$ cat src/rtl/fx_pkg.sv
// Shared definitions for the Q8.8 fixed-point divide path.
package fx_pkg;

    localparam int FX_DW   = 16;
    localparam int FX_FRAC = 8;
    localparam int FX_QW   = FX_DW + FX_FRAC;

    typedef logic signed [15:0] fx_q8_8_t;
    typedef logic signed [23:0] fx_q16_8_t;

    // Saturation limits of the Q16.8 quotient.
    localparam fx_q16_8_t FX_QMAX = 24'sh7FFFFF;
    localparam fx_q16_8_t FX_QMIN = 24'sh800000;

    typedef enum logic [1:0] {
        IDLE = 2'd0,
        CALC = 2'd1,
        DONE = 2'd2
    } fx_div_state_t;

endpackage

$ cat src/rtl/fx_div_step.sv
// One radix-2 restoring-division step on unsigned magnitudes.
module fx_div_step #(
    parameter int DW = 16
) (
    input  logic [DW:0]   rem_in,
    input  logic          num_bit,
    input  logic [DW-1:0] divisor,
    output logic [DW:0]   rem_out,
    output logic          q_bit
);

    logic [DW+1:0] trial_s;
    logic [DW:0]   diff_s;

    // Shift the next numerator bit in, then subtract if the divisor fits.
    always_comb begin
        trial_s = {rem_in, num_bit};
        // Only used when trial >= divisor, so the result is below the
        // divisor and fits the DW+1 bit remainder.
        diff_s  = trial_s[DW:0] - {1'b0, divisor};
        if (trial_s >= {2'b00, divisor}) begin
            rem_out = diff_s;
            q_bit   = 1'b1;
        end else begin
            rem_out = trial_s[DW:0];
            q_bit   = 1'b0;
        end
    end

endmodule

$ cat src/rtl/fx_div.sv
// Sequential signed Q8.8 / Q8.8 -> Q16.8 divider, one quotient bit per clock.
module fx_div
    import fx_pkg::*;
#(
    parameter int DW   = FX_DW,
    parameter int FRAC = FX_FRAC
) (
    input  logic                 clk,
    input  logic                 rst,
    input  logic                 in_valid,
    output logic                 in_ready,
    input  logic [DW-1:0]        in_dividend,
    input  logic [DW-1:0]        in_divisor,
    output logic                 out_valid,
    input  logic                 out_ready,
    output logic [DW+FRAC-1:0]   out_quotient,
    output logic                 out_div0,
    output logic                 out_ovf
);

    localparam int QW = DW + FRAC;
    localparam int CW = $clog2(QW);
    localparam logic [QW-1:0] QMAX = {1'b0, {(QW-1){1'b1}}};
    localparam logic [QW-1:0] QMIN = {1'b1, {(QW-1){1'b0}}};

    fx_div_state_t   state_r;
    logic            sign_r;
    logic [QW-1:0]   work_r;     // numerator bits out at the top, quotient bits in at the bottom
    logic [DW-1:0]   dmag_r;
    logic [DW:0]     rem_r;
    logic [CW-1:0]   cnt_r;
    logic            in_ready_r;
    logic            out_valid_r;
    logic [QW-1:0]   quot_r;
    logic            div0_r;
    logic            ovf_r;

    logic [DW:0]     dvd_ext_s;
    logic [DW:0]     dsr_ext_s;
    logic [DW:0]     dvd_mag_s;
    logic [DW:0]     dsr_mag_s;
    logic            dvd_zero_s;
    logic            dsr_zero_s;
    logic [QW-1:0]   num_s;
    logic            sign_s;
    logic [QW-1:0]   div0_q_s;
    logic [QW-1:0]   mag_s;
    logic [QW-1:0]   res_q_s;
    logic            res_ovf_s;
    logic [DW:0]     step_rem_s;
    logic            step_q_s;

    fx_div_step #(.DW(DW)) u_step (
        .rem_in  (rem_r),
        .num_bit (work_r[QW-1]),
        .divisor (dmag_r),
        .rem_out (step_rem_s),
        .q_bit   (step_q_s)
    );

    // Operand magnitudes (one extra bit so -2^(DW-1) does not wrap) and final sign/saturation.
    always_comb begin
        dvd_ext_s = {in_dividend[DW-1], in_dividend};
        dsr_ext_s = {in_divisor[DW-1], in_divisor};
        if (in_dividend[DW-1]) begin
            dvd_mag_s = -dvd_ext_s;
        end else begin
            dvd_mag_s = dvd_ext_s;
        end
        if (in_divisor[DW-1]) begin
            dsr_mag_s = -dsr_ext_s;
        end else begin
            dsr_mag_s = dsr_ext_s;
        end
        dvd_zero_s = (dvd_mag_s == {(DW+1){1'b0}});
        dsr_zero_s = (dsr_mag_s == {(DW+1){1'b0}});
        num_s      = {dvd_mag_s[DW-1:0], {FRAC{1'b0}}};
        // A zero dividend gives +0 regardless of the divisor sign.
        if (dvd_zero_s) begin
            sign_s = 1'b0;
        end else begin
            sign_s = in_dividend[DW-1] ^ in_divisor[DW-1];
        end
        if (in_dividend[DW-1]) begin
            div0_q_s = QMIN;
        end else begin
            div0_q_s = QMAX;
        end
        // Magnitude as it stands after the final iteration.
        mag_s = {work_r[QW-2:0], step_q_s};
        if (sign_r) begin
            // -2^(QW-1) is representable, so negative results never saturate.
            res_q_s   = -mag_s;
            res_ovf_s = 1'b0;
        end else if (mag_s[QW-1]) begin
            res_q_s   = QMAX;
            res_ovf_s = 1'b1;
        end else begin
            res_q_s   = mag_s;
            res_ovf_s = 1'b0;
        end
    end

    // Control FSM, iteration datapath and registered handshake/result outputs.
    always_ff @(posedge clk) begin
        if (rst) begin
            state_r     <= IDLE;
            sign_r      <= 1'b0;
            work_r      <= {QW{1'b0}};
            dmag_r      <= {DW{1'b0}};
            rem_r       <= {(DW+1){1'b0}};
            cnt_r       <= {CW{1'b0}};
            in_ready_r  <= 1'b1;
            out_valid_r <= 1'b0;
            quot_r      <= {QW{1'b0}};
            div0_r      <= 1'b0;
            ovf_r       <= 1'b0;
        end else begin
            case (state_r)
                IDLE: begin
                    if (in_valid && in_ready_r) begin
                        sign_r     <= sign_s;
                        work_r     <= num_s;
                        dmag_r     <= dsr_mag_s[DW-1:0];
                        rem_r      <= {(DW+1){1'b0}};
                        cnt_r      <= CW'(QW - 1);
                        in_ready_r <= 1'b0;
                        ovf_r      <= 1'b0;
                        if (dsr_zero_s) begin
                            state_r <= DONE;
                            quot_r  <= div0_q_s;
                            div0_r  <= 1'b1;
                        end else begin
                            state_r <= CALC;
                            div0_r  <= 1'b0;
                        end
                    end else begin
                        in_ready_r <= 1'b1;
                    end
                end
                CALC: begin
                    rem_r  <= step_rem_s;
                    work_r <= {work_r[QW-2:0], step_q_s};
                    if (cnt_r == {CW{1'b0}}) begin
                        state_r <= DONE;
                        quot_r  <= res_q_s;
                        ovf_r   <= res_ovf_s;
                    end else begin
                        cnt_r <= cnt_r - CW'(1);
                    end
                end
                DONE: begin
                    if (out_valid_r && out_ready) begin
                        out_valid_r <= 1'b0;
                        in_ready_r  <= 1'b1;
                        state_r     <= IDLE;
                    end else begin
                        out_valid_r <= 1'b1;
                    end
                end
                default: begin
                    state_r     <= IDLE;
                    in_ready_r  <= 1'b1;
                    out_valid_r <= 1'b0;
                end
            endcase
        end
    end

    assign in_ready     = in_ready_r;
    assign out_valid    = out_valid_r;
    assign out_quotient = quot_r;
    assign out_div0     = div0_r;
    assign out_ovf      = ovf_r;

endmodule

$ cat config.mk
export PLATFORM = sky130hd
export DESIGN_NAME = fx_div
export DESIGN_NICKNAME = d
export VERILOG_FILES = /design/src/rtl/fx_pkg.sv /design/src/rtl/fx_div_step.sv /design/src/rtl/fx_div.sv
export SDC_FILE = /design/constraint.sdc
export NUM_CORES = 1
export LEC_CHECK = 0
export ABC_AREA = 0
export CAP_MARGIN = 20
export CORE_UTILIZATION = 62
export CTS_CLUSTER_DIAMETER = 80
export DETAILED_ROUTE_END_ITERATION = 8
export PLACE_DENSITY = 0.93
export SKIP_CTS_REPAIR_TIMING = 1
export SLEW_MARGIN = 20
export SYNTH_ARGS = -nofsm -noshare
export SYNTH_HDL_FRONTEND = slang
export SYNTH_SLANG_ARGS = --single-unit
export TNS_END_PERCENT = 20
$ cat constraint.sdc
create_clock -name clk -period 6.4 [get_ports clk]
set_input_delay 1.28 -clock clk [delete_from_list [all_inputs] [get_ports clk]]
set_output_delay 1.28 -clock clk [all_outputs]
set_load 0.005 [all_outputs]
# Word level (Yosys, flattened, before mapping)
# Cells that the tools add are included.
[classes]
shifts = 0
magnitude_cmp = 1
reduce_logical = 15
n_mux = 35
div = 0
addsub = 5
mul = 0
n_eq_ne = 7
bitwise_logic = 2
[op_table]
columns = ["op", "count"]
rows = [
  ["2-to-1 mux 24 bit", 6],
  ["one-hot mux 24 bit (2 select lines)", 2],
  ["2-to-1 mux 17 bit", 4],
  ["zero test 17 bit", 2],
  ["negation 17 bit", 2],
  ["one-hot mux 17 bit (2 select lines)", 1],
  ["negation 24 bit", 1],
  ["2-to-1 mux 23 bit", 1],
  ["greater-or-equal comparator 18 x 16 -> 1 bit", 1],
  ["subtractor 17 x 16 -> 17 bit", 1],
  ["2-to-1 mux 1 bit", 10],
  ["2-to-1 mux 5 bit", 2],
  ["inequality test 2 bit, second input constant", 5],
  ["one-hot mux 5 bit (2 select lines)", 1],
  ["AND reduction 3 bit", 3],
  ["2-to-1 mux 2 bit", 4],
  ["one-hot mux 2 bit (3 select lines)", 1],
  ["AND reduction 2 bit", 3],
  ["zero test 5 bit", 1],
  ["subtractor 5 x 1 -> 5 bit, second input constant", 1],
  ["one-hot mux 1 bit (2 select lines)", 2],
  ["AND reduction 4 bit", 1],
  ["one-hot mux 1 bit (3 select lines)", 1],
  ["equality test 2 x 1 -> 1 bit, second input constant", 1],
  ["other kinds (7)", 8],
]
[totals]
in_bits = 36
out_inout_bits = 28
latch_bits = 0
memories = 0
mem_bits_rw = 0
mem_bits_ro = 0
ff_bits = 93

# Logic depth before layout (Yosys ltp)
# Gate-level depths: netlist (run 1).
[depth]
word_depth = 6
mapped_depth = 19
depth_no_buf = 19

# Modules after synthesis
# Synthesis (run 1) repeated with hierarchy kept, for this count alone.
[unflattened]
cells_unflattened = 804
area_unflattened_um2 = 6269.8
[modules_own_cells]
columns = ["mod", "cells_per_inst", "instances", "area_each_um2"]
rows = [
  ["fx_div", 657, 1, 5152.4],
  ["fx_div_step", 147, 1, 1117.3],
]

# Worst setup path after synthesis (run 1)
# No wires, ideal clock.
[synth_path]
kind = "register -> register"
startpoint = "register dmag_r[2]"
endpoint = "register quot_r[22] (netlist: out_quotient[22])"
slack_ps = 2045
n_path_buf = 0
t_arrival_ps = 4274
required_time_ps = 6319
path_stages_with_launch = 19
setup_time_ps = 81
path_cell_list = "dfxtp_1 -> inv_1 -> ha_1 -> nor2b_1 -> o31a_1 -> a41oi_1 -> a211oi_2 -> or3_1 -> inv_2 -> ha_1 -> nor3b_1 -> nand3_1 -> or4b_1 -> nor3b_1 -> nand2_1 -> xnor2_1 -> a21oi_1 -> a21oi_1 -> a211oi_2"
[synth_via]
elab_chain_len = 6
[synth_rtl]
columns = ["element", "line_no", "source"]
rows = [
  ["start: declaration", "fx_div.sv:29", "logic [DW-1:0] dmag_r;"],
  ["start signal: assignment", "fx_div.sv:110", "dmag_r <= {DW{1'b0}};"],
  ["start signal: assignment", "fx_div.sv:124", "dmag_r <= dsr_mag_s[DW-1:0];"],
  ["greater-or-equal comparator 18 x 16 -> 1 bit", "fx_div_step.sv:21", "if (trial_s >= {2'b00, divisor}) begin"],
  ["2-to-1 mux 1 bit", "fx_div_step.sv:21", ""],
  ["negation 24 bit", "fx_div.sv:93", "res_q_s = -mag_s;"],
  ["2-to-1 mux 24 bit", "fx_div.sv:91", "if (sign_r) begin"],
  ["2-to-1 mux 24 bit", "fx_div.sv:144", "if (cnt_r == {CW{1'b0}}) begin"],
  ["one-hot mux 24 bit (2 select lines)", "fx_div.sv:119", "case (state_r)"],
  ["end signal: assignment", "fx_div.sv:115", "quot_r <= {QW{1'b0}};"],
  ["end signal: assignment", "fx_div.sv:131", "quot_r <= div0_q_s;"],
  ["end signal: assignment", "fx_div.sv:146", "quot_r <= res_q_s;"],
  ["end: declaration", "fx_div.sv:34", "logic [QW-1:0] quot_r;"],
]
# Every way passes these cells. The select of a mux whose other input is x is not followed.
# A chain may end at the register's enable or synchronous reset.

# Worst setup path after layout (run 1)
# Same ends and word-level chain as after synthesis.

==> results of run 1 <==
worst max-delay path, stage by stage, from the launching register on:
cell and delay (ps):
dfxtp_1 350, inv_1 50, ha_1 350, nor2b_1 180, o31a_1 280, a41oi_1 470
a211oi_2 240, or3_1 420, inv_2 120, ha_1 170, nor3b_1 470, nand3_1 290
or4b_1 640, nor3b_1 350, nand2_1 120, xnor2_1 130, a21oi_1 200, a21oi_1 110
a211oi_2 230
power by group:
part / switching, W / internal [W] / total, W
Combinational: 0.00110 / 0.000723 / 0.00182
Sequential: 0.0000909 / 0.000673 / 0.000764
Clock: 0.000227 / 0.000184 / 0.000411
area by class of cell:
class | instances | area [um2]
fillers | 731 | 2430
clock inverters | 6 | 70.1
inverters | 33 | 124
flip-flops and latches | 93 | 1860
repair buffers | 72 | 701
clock buffers | 10 | 128
well taps | 129 | 161
multi-input cells | 614 | 3900
logic make-up after synthesis:
logic type,Yosys count,share of synthesized area
buffers and inverters,87,0.0579
XOR/XNOR,43,0.0618
multiplexers,11,0.0183
flip-flops,93,0.306
AO/OA/AOI/OAI,238,0.261
AND/OR/NAND/NOR,300,0.249
adder cells (fa/ha/maj),22,0.0464
synth_stat cells, types with 12 or more instances:
cell type	n
a211oi_1	21
a21oi_1	75
a22oi_1	14
a31oi_1	14
clkbuf_1	38
dfxtp_1	93
ha_1	21
inv_1	31
nand2_1	82
nand3_1	35
nor2_1	83
nor2b_1	12
nor3_1	24
o211ai_1	12
o21ai_0	28
xnor2_1	25
xor2_1	18
how the worst max path moves through the flow:
stage / from / cells past startpoint / end / slack [ps]
4_1_cts: dmag_r[2] / 18 / out_quotient[22] / 1240
6_report: dmag_r[2] / 18 / out_quotient[22] / 1170
5_1_grt: dmag_r[2] / 18 / out_quotient[22] / 810
2_1_floorplan: dmag_r[2] / 18 / out_quotient[22] / 2040
3_3_place_gp: dmag_r[2] / 18 / out_quotient[22] / 1380
3_5_place_dp: dmag_r[2] / 18 / out_quotient[22] / 1300
state kept, by name (all words and copies together) (netlist names), 2 cells and up:
| name | flops |
|---|---|
| work_r | 24 |
| out_quotient | 24 |
| cnt_r | 5 |
| rem_r | 17 |
| dmag_r | 16 |
| state_r | 2 |
through the flow:
stage	cells	power, W	cell area, um2	util
after floorplan	794	0.00214	6090	-
after global placement	940	0.00245	6730	0.718
after detailed placement	940	0.00253	6730	0.718
after CTS	956	0.00295	6930	0.739
after global routing	957	0.00322	6940	0.741
final	957	0.00299	6940	0.741
layer usage:
| layer | vias to the layer above | wire (um) |
|---|---|---|
| li1 | 2939 | - |
| met2 | 317 | 7620 |
| met1 | 2848 | 6810 |
| met4 | 0 | 424 |
| met5 | - | 0 |
| met3 | 40 | 1260 |
==> out/summary.txt, run 1 <==
Routed Wire Length: 16100 um
Syn_nets: 852
Register area share after synthesis: 0.306
Core ar.: 9370 um2
CTS tree: done
Max Cap Violations: 0
Number of CTS-inserted buffers: 9
# IOs: 64
Yosys cell types: 71
Cell Rows: 35
Clock Skews: 12.1 ps
Worst R2R Start: dmag_r[2]
Worst skew pair latency: 380 ps
Crit path required time: 6710 ps
Reg clk slew, reported paths: 100 ps
Mapped Avg Cell Area: 7.67 um2
GR Util All Layers: 0.325
Ys Warns: 0
Layout Area Growth over Synthesis: 14.0%
Status: completed
Endpoints failing setup: 0
Initial core utilization: 0.650
Startpoint Class: flip-flop
Grt ovf: 0
Fin Setup TNS: 0 ps
GR Util met3: 0.0388
Met2 usage: 0.529
Max-slew violations: 0
Wire length per cell: 16.8 um
Worst-case reg-to-reg path depth: 18
Antenna Nets Post-Route: 0
Worst r2r dst: out_quotient[22]
Hold_sp: out_div0
Layout cells sized above 1: 0.0640
Actual slew at the worst max-slew pin: 972 ps
F_max: 191 MHz
R2R setup slack: 1170 ps
Most frequent cells in the layout: dfxtp_1 (93), nor2_1 (82), nand2_1 (82)
Post-Syn Area: 6090 um2
Met1 GRT Util: 0.433
Pleak: 2.43 nW
Clock Tree Root: clkbuf_8
GR peak layer: met2
Clock Sinks: 93
Die area: 10200 um2
Vias: 6144
RSZ-0062 raised after global routing: false
Port Buffers: 63
Place WS: 1300 ps
Largest net degree at the start of global routing: 51
Nets: 881
Max-slew headroom: 0.349
Commonest non-fill, non-tap cell in the layout: dfxtp_1
Global-route wire length before repair: 26700 um
Hold EP: out_div0
Worst Setup Path Type: flip-flop to flip-flop
1st-pass router iterations: 5
Post-route clock period utilization: 0.817
Synth top area cells: dfxtp_1 (31%), a21oi_1 (6.2%), nor2_1 (5.1%)
Min-delay worst type: flip-flop to flip-flop
Drt drc: 0
Chip width: 101 um
Peak supply drop: 0.371 mV
CP arrival: 5530 ps
Final Hold Viols: 0
Hpwl dp: 11300 um
Hold path depth: 2
Setup crit end kind: flip-flop
Yosys reg bits: 93
Maximum buffer depth of the clock tree: 2
Post-synth ARST share: 0
Top cell type's share of synthesized area: 0.306
CP max FO: 5
Drt via density: 6.42
Vias in the first global route: 5671
Diodes inserted: 0
Number of enable flip-flop cells after synthesis: 0
Final min period: 5230 ps
GP Congestion: 0.907
Post-Synthesis Cells: 794
Power Density: 431 nW/um2
Top_reg_cell synth: dfxtp_1
H-tree levels: 3
WHS: 471 ps
Die Ht: 101 um
Final setup margin: 1170 ps
Yosys top cell by area: dfxtp_1
Initial antenna violation count: 0
DRT iter0 DRCs: 514
Note: power is estimated with default switching activity, not from simulation.
==> run 2, diff against run 1 <==
CORE_UTILIZATION = 52   (was 62)
PLACE_DENSITY = 0.84   (was 0.93)
clock period = 4.34 ns   (was 6.4 ns; I/O delays follow)
==> run 2 against run 1 <==
Net effect:
- utilization decreased by 11 points
- worst hold slack got worse by 13 ps
- critical path depth did not move
- critical path type unchanged
- critical endpoint unchanged
- highest routed layer unchanged
==> out/summary.txt, run 2 (synthesis results as in run 1) <==
Initial antenna violation count: 0
1st-pass router iterations: 5
Crit path required time: 4610 ps
# IOs: 64
Commonest non-fill, non-tap cell in the layout: dfxtp_1
Cell Rows: 39
Most frequent cells in the layout: dfxtp_1 (93), nor2_1 (83), nand2_1 (82)
GR Util All Layers: 0.259
Actual slew at the worst max-slew pin: 1000 ps
Port Buffers: 63
Antenna Nets Post-Route: 0
Final min period: 4110 ps
Global-route wire length before repair: 24800 um
Fin util: 0.631
CP max FO: 5
Largest net degree at the start of global routing: 50
Die area: 12200 um2
Fin Setup TNS: 0 ps
Wire length per cell: 15.3 um
Fin area: 7210 um2
Max-slew headroom: 0.329
F_max: 244 MHz
Vias: 5981
Number of CTS-inserted buffers: 9
Core ar.: 11400 um2
Post-route clock period utilization: 0.946
H-tree levels: 3
Reg clk slew, reported paths: 60 ps
Clock Tree Root: clkbuf_16
Die Ht: 110 um
Initial core utilization: 0.534
Drt via density: 6.08
Pleak: 2.56 nW
Max-slew violations: 0
Chip width: 110 um
Power Density: 656 nW/um2
GP Congestion: 0.886
CP arrival: 4380 ps
CTS tree: done
Clock Sinks: 93
DRT iter0 DRCs: 422
Hpwl dp: 10700 um
Status: completed
Max Cap Violations: 0
Min-delay worst type: flip-flop to flip-flop
Peak supply drop: 0.473 mV
Worst Setup Path Type: flip-flop to flip-flop
Layout Area Growth over Synthesis: 18.3%
Layout cells sized above 1: 0.0810
Vias in the first global route: 5146
Drt drc: 0
Placed Area: 6870 um2
Clock Skews: 10.0 ps
Maximum buffer depth of the clock tree: 2
Startpoint Class: flip-flop
Final Hold Viols: 0
Endpoints failing setup: 0
Nets: 893
Worst skew pair latency: 350 ps
Grt ovf: 0
Tot Pwr: 0.00473 W
Diodes inserted: 0
Routed Wire Length: 15100 um
Setup crit end kind: flip-flop
## run 2: where the power goes
| group | leakage [nW] | internal (W) | switching (W) |
|---|---|---|---|
| Combinational | 1.65 | 0.00120 | 0.00158 |
| Clock | 0.149 | 0.000481 | 0.000337 |
| Sequential | 0.759 | 0.000994 | 0.000138 |
| Total | 2.56 | 0.00267 | 0.00205 |
## run 2: per-stage QoR
step / instances / worst slack [ps] / hold slack, ps
after CTS: 982 / 9.10 / 461
after global placement: 966 / 174 / 444
final: 983 / 234 / 458
after global routing: 983 / -12.2 / 495
after detailed placement: 966 / 83.1 / 453
after floorplan: 794 / 154 / 441
## run 2: layout make-up
type | count | area, um2
clock buffer | 12 | 256
fill | 1013 | 4210
tap | 143 | 179
clock inverter | 4 | 55.1
sequential | 93 | 1860
multi-input combinational | 614 | 3920
timing repair buffer | 84 | 808
inverter | 33 | 124
## run 2: per-layer routing
metal  track usage  wire, um
met1         0.369      7150
met2         0.391      6740
met3        0.0382       914
met4         0.102       275
met5             0         0
## run 2: critical path: stages (launching register included)
cell and delay, ps:
dfxtp_1 340, inv_1 60, ha_1 360, nor2b_1 180
o31a_1 290, a41oi_2 250, a211oi_2 140, or3_1 400
inv_2 100, ha_1 160, nor3b_2 190, nand3_1 120
or4b_4 550, nor3b_2 210, nand2_1 90, xnor2_1 120
a21oi_1 140, a21oi_1 90, a211oi_2 230
## run 2: path summary, 6_finish.rpt
path / endpoint / slack [ps] / depth (start not counted) / startpoint
worst min register to register: dmag_r[0] / 460 / 2 / dmag_r[0]
worst min-delay path: dmag_r[0] / 460 / 2 / dmag_r[0]
worst max register to register: out_quotient[22] / 230 / 18 / dmag_r[2]
worst max-delay path: out_quotient[22] / 230 / 18 / dmag_r[2]
==> run 3, diff against run 2 <==
CELL_PAD_IN_SITES_DETAIL_PLACEMENT = 1   (was unset)
CELL_PAD_IN_SITES_GLOBAL_PLACEMENT = 2   (was unset)
CORE_ASPECT_RATIO = 0.8   (was unset)
CORE_UTILIZATION = 30   (was 52)
PLACE_DENSITY = 0.83   (was 0.84)
==> run 3 against run 2 <==
Net effect:
- die area is 72% higher
- cell count rose by 12%
- utilization shrank 26 points
- largest power group unchanged
- via count is 0.64% lower
- first-iteration DRC count is 18% lower
- worst hold slack improved by 5.7 ps
- count of clock-buffer cells in the layout rose by 3
- wire length rose by 23%
- largest cell class unchanged
- sequential power about the same
==> out/summary.txt, run 3 (synthesis results as in run 1) <==
Status: completed
Worst Setup Path Type: flip-flop to flip-flop
Slowest stage cell, crit path: or4b_4
Actual slew at the worst max-slew pin: 1070 ps
# IOs: 64
1st-pass router iterations: 6
Port Buffers: 63
Endpoints failing setup: 0
Vias in the first global route: 5737
Max Cap Violations: 0
Nets: 893
GP Congestion: 0.851
RSZ-0062 raised after global routing: false
Startpoint Class: flip-flop
Crit path cell chain: inv_1 -> ha_2 -> fa_2 -> nor2b_1 -> o31a_1 -> a41oi_2 -> a211oi_2 -> or3_1 -> inv_2 -> ha_2 -> nor3b_4 -> nand3_1 -> or4b_4 -> nor3b_4 -> nand2_1 -> xnor2_1 -> a21oi_1 -> a21oi_1 -> a211oi_2
GR Util All Layers: 0.184
Wire length per cell: 16.8 um
DRT iter0 DRCs: 348
Die area: 20900 um2
Grt ovf: 0
Global-route wire length before repair: 30700 um
Drt via density: 5.39
Core ar.: 19900 um2
Fin cells: 1103
Commonest non-fill, non-tap cell in the layout: dfxtp_1
Vias: 5943
Clock Tree Root: clkbuf_16
Min-delay worst type: flip-flop to flip-flop
Layout cells sized above 1: 0.0834
Most frequent cells in the layout: dfxtp_1 (93), nor2_1 (83), nand2_1 (82)
CP max FO: 4
Clock Sinks: 93
Hpwl dp: 13300 um
Drt drc: 0
F_max: 247 MHz
Post-route clock period utilization: 0.933
Crit path capture: out_quotient[22]
Crit path required time: 4610 ps
Setup crit end kind: flip-flop
Crit path launch: work_r[23]
Initial core utilization: 0.307
Layout Area Growth over Synthesis: 21.1%
Hold path depth: 2
Worst r2r dst: out_quotient[22]
Seq. cell area: 1860 um2
Antenna Nets Post-Route: 0
CTS tree: done
Maximum buffer depth of the clock tree: 2
R2R setup slack: 290 ps
Peak supply drop: 0.509 mV
Largest net degree at the start of global routing: 70
Pleak: 2.56 nW
Worst R2R Start: work_r[23]
Area of the multi-input gates: 3940 um2
Power Density: 658 nW/um2
Worst skew pair latency: 350 ps
Diodes inserted: 0
FILL cells: 2400
Routed Wire Length: 18500 um
Initial antenna violation count: 0
Number of CTS-inserted buffers: 9
Cells after DPL: 1088
Max-slew headroom: 0.283
Worst-case reg-to-reg path depth: 19
H-tree levels: 3
WHS: 464 ps
Final Hold Viols: 0
Worst path max stage delay: 550 ps
Max-slew violations: 0
Final min period: 4050 ps
Die Ht: 129 um
CP arrival: 4320 ps
Clock Skews: 6.21 ps
Cell Rows: 46
Chip width: 161 um
Reg clk slew, reported paths: 70 ps
==> run 3: cell count changes in the layout (fill, tap and decap cells not counted), moves of 2 or more <==
cell / change
clkbuf_8: +3
ha_1: -2
nor3b_4: +2
ha_2: +2
nor3b_2: -2
==> run 3: how the worst min path moves through the flow <==
stage / startpoint / endpoint / slack [ps]
floorplan: dmag_r[0] / dmag_r[0] / 440
global route: out_div0 / out_div0 / 500
global placement: out_div0 / out_div0 / 450
finish: out_div0 / out_div0 / 460
CTS: out_div0 / out_div0 / 470
detailed placement: out_div0 / out_div0 / 460
==> run 3: layer usage <==
layer / vias up / wire length (um) / GRT usage
met4: 0 / 147 / 0.0311
met1: 2885 / 9800 / 0.270
met5: - / 0 / 0
li1: 2967 / - / -
met3: 11 / 591 / 0.0359
met2: 80 / 7960 / 0.282
==> run 3: stage by stage <==
step	power, W	area [um2]	util	setup TNS (ps)	setup WS (ps)
4_1_cts	0.00480	7340	0.370	-74.3	-74.3
3_3_place_gp	0.00392	7040	0.355	0	224
2_1_floorplan	0.00317	6100	-	0	154
3_5_place_dp	0.00398	7040	0.355	-5.70	-5.70
6_report	0.00485	7380	0.371	0	291
5_1_grt	0.00529	7380	0.371	0	44.3
==> run 3: final cells by class <==
cell class | instances | area share
Sequential cell | 93 | 0.252
Multi-Input combinational cell | 614 | 0.534
Clock buffer | 15 | 0.0404
Timing Repair Buffer | 84 | 0.111
Inverter | 33 | 0.0168
Tap cell | 264 | 0.0448
==> run 3: where the power goes <==
group          total, W  switching (W)  internal, W
Sequential      0.00114       0.000142     0.000994
Combinational   0.00292        0.00168      0.00124
Clock          0.000799       0.000334     0.000465
Total           0.00485        0.00215      0.00270
==> run 3: worst max-delay path: cells and delay by family, from the launching register on <==
kind / cells / cell delay (ps)
simple gates: 7 / 1630
compound gates: 6 / 1140
fa+ha+maj: 3 / 580
flops: 1 / 320
buf+inv: 2 / 180
xor+xnor: 1 / 130
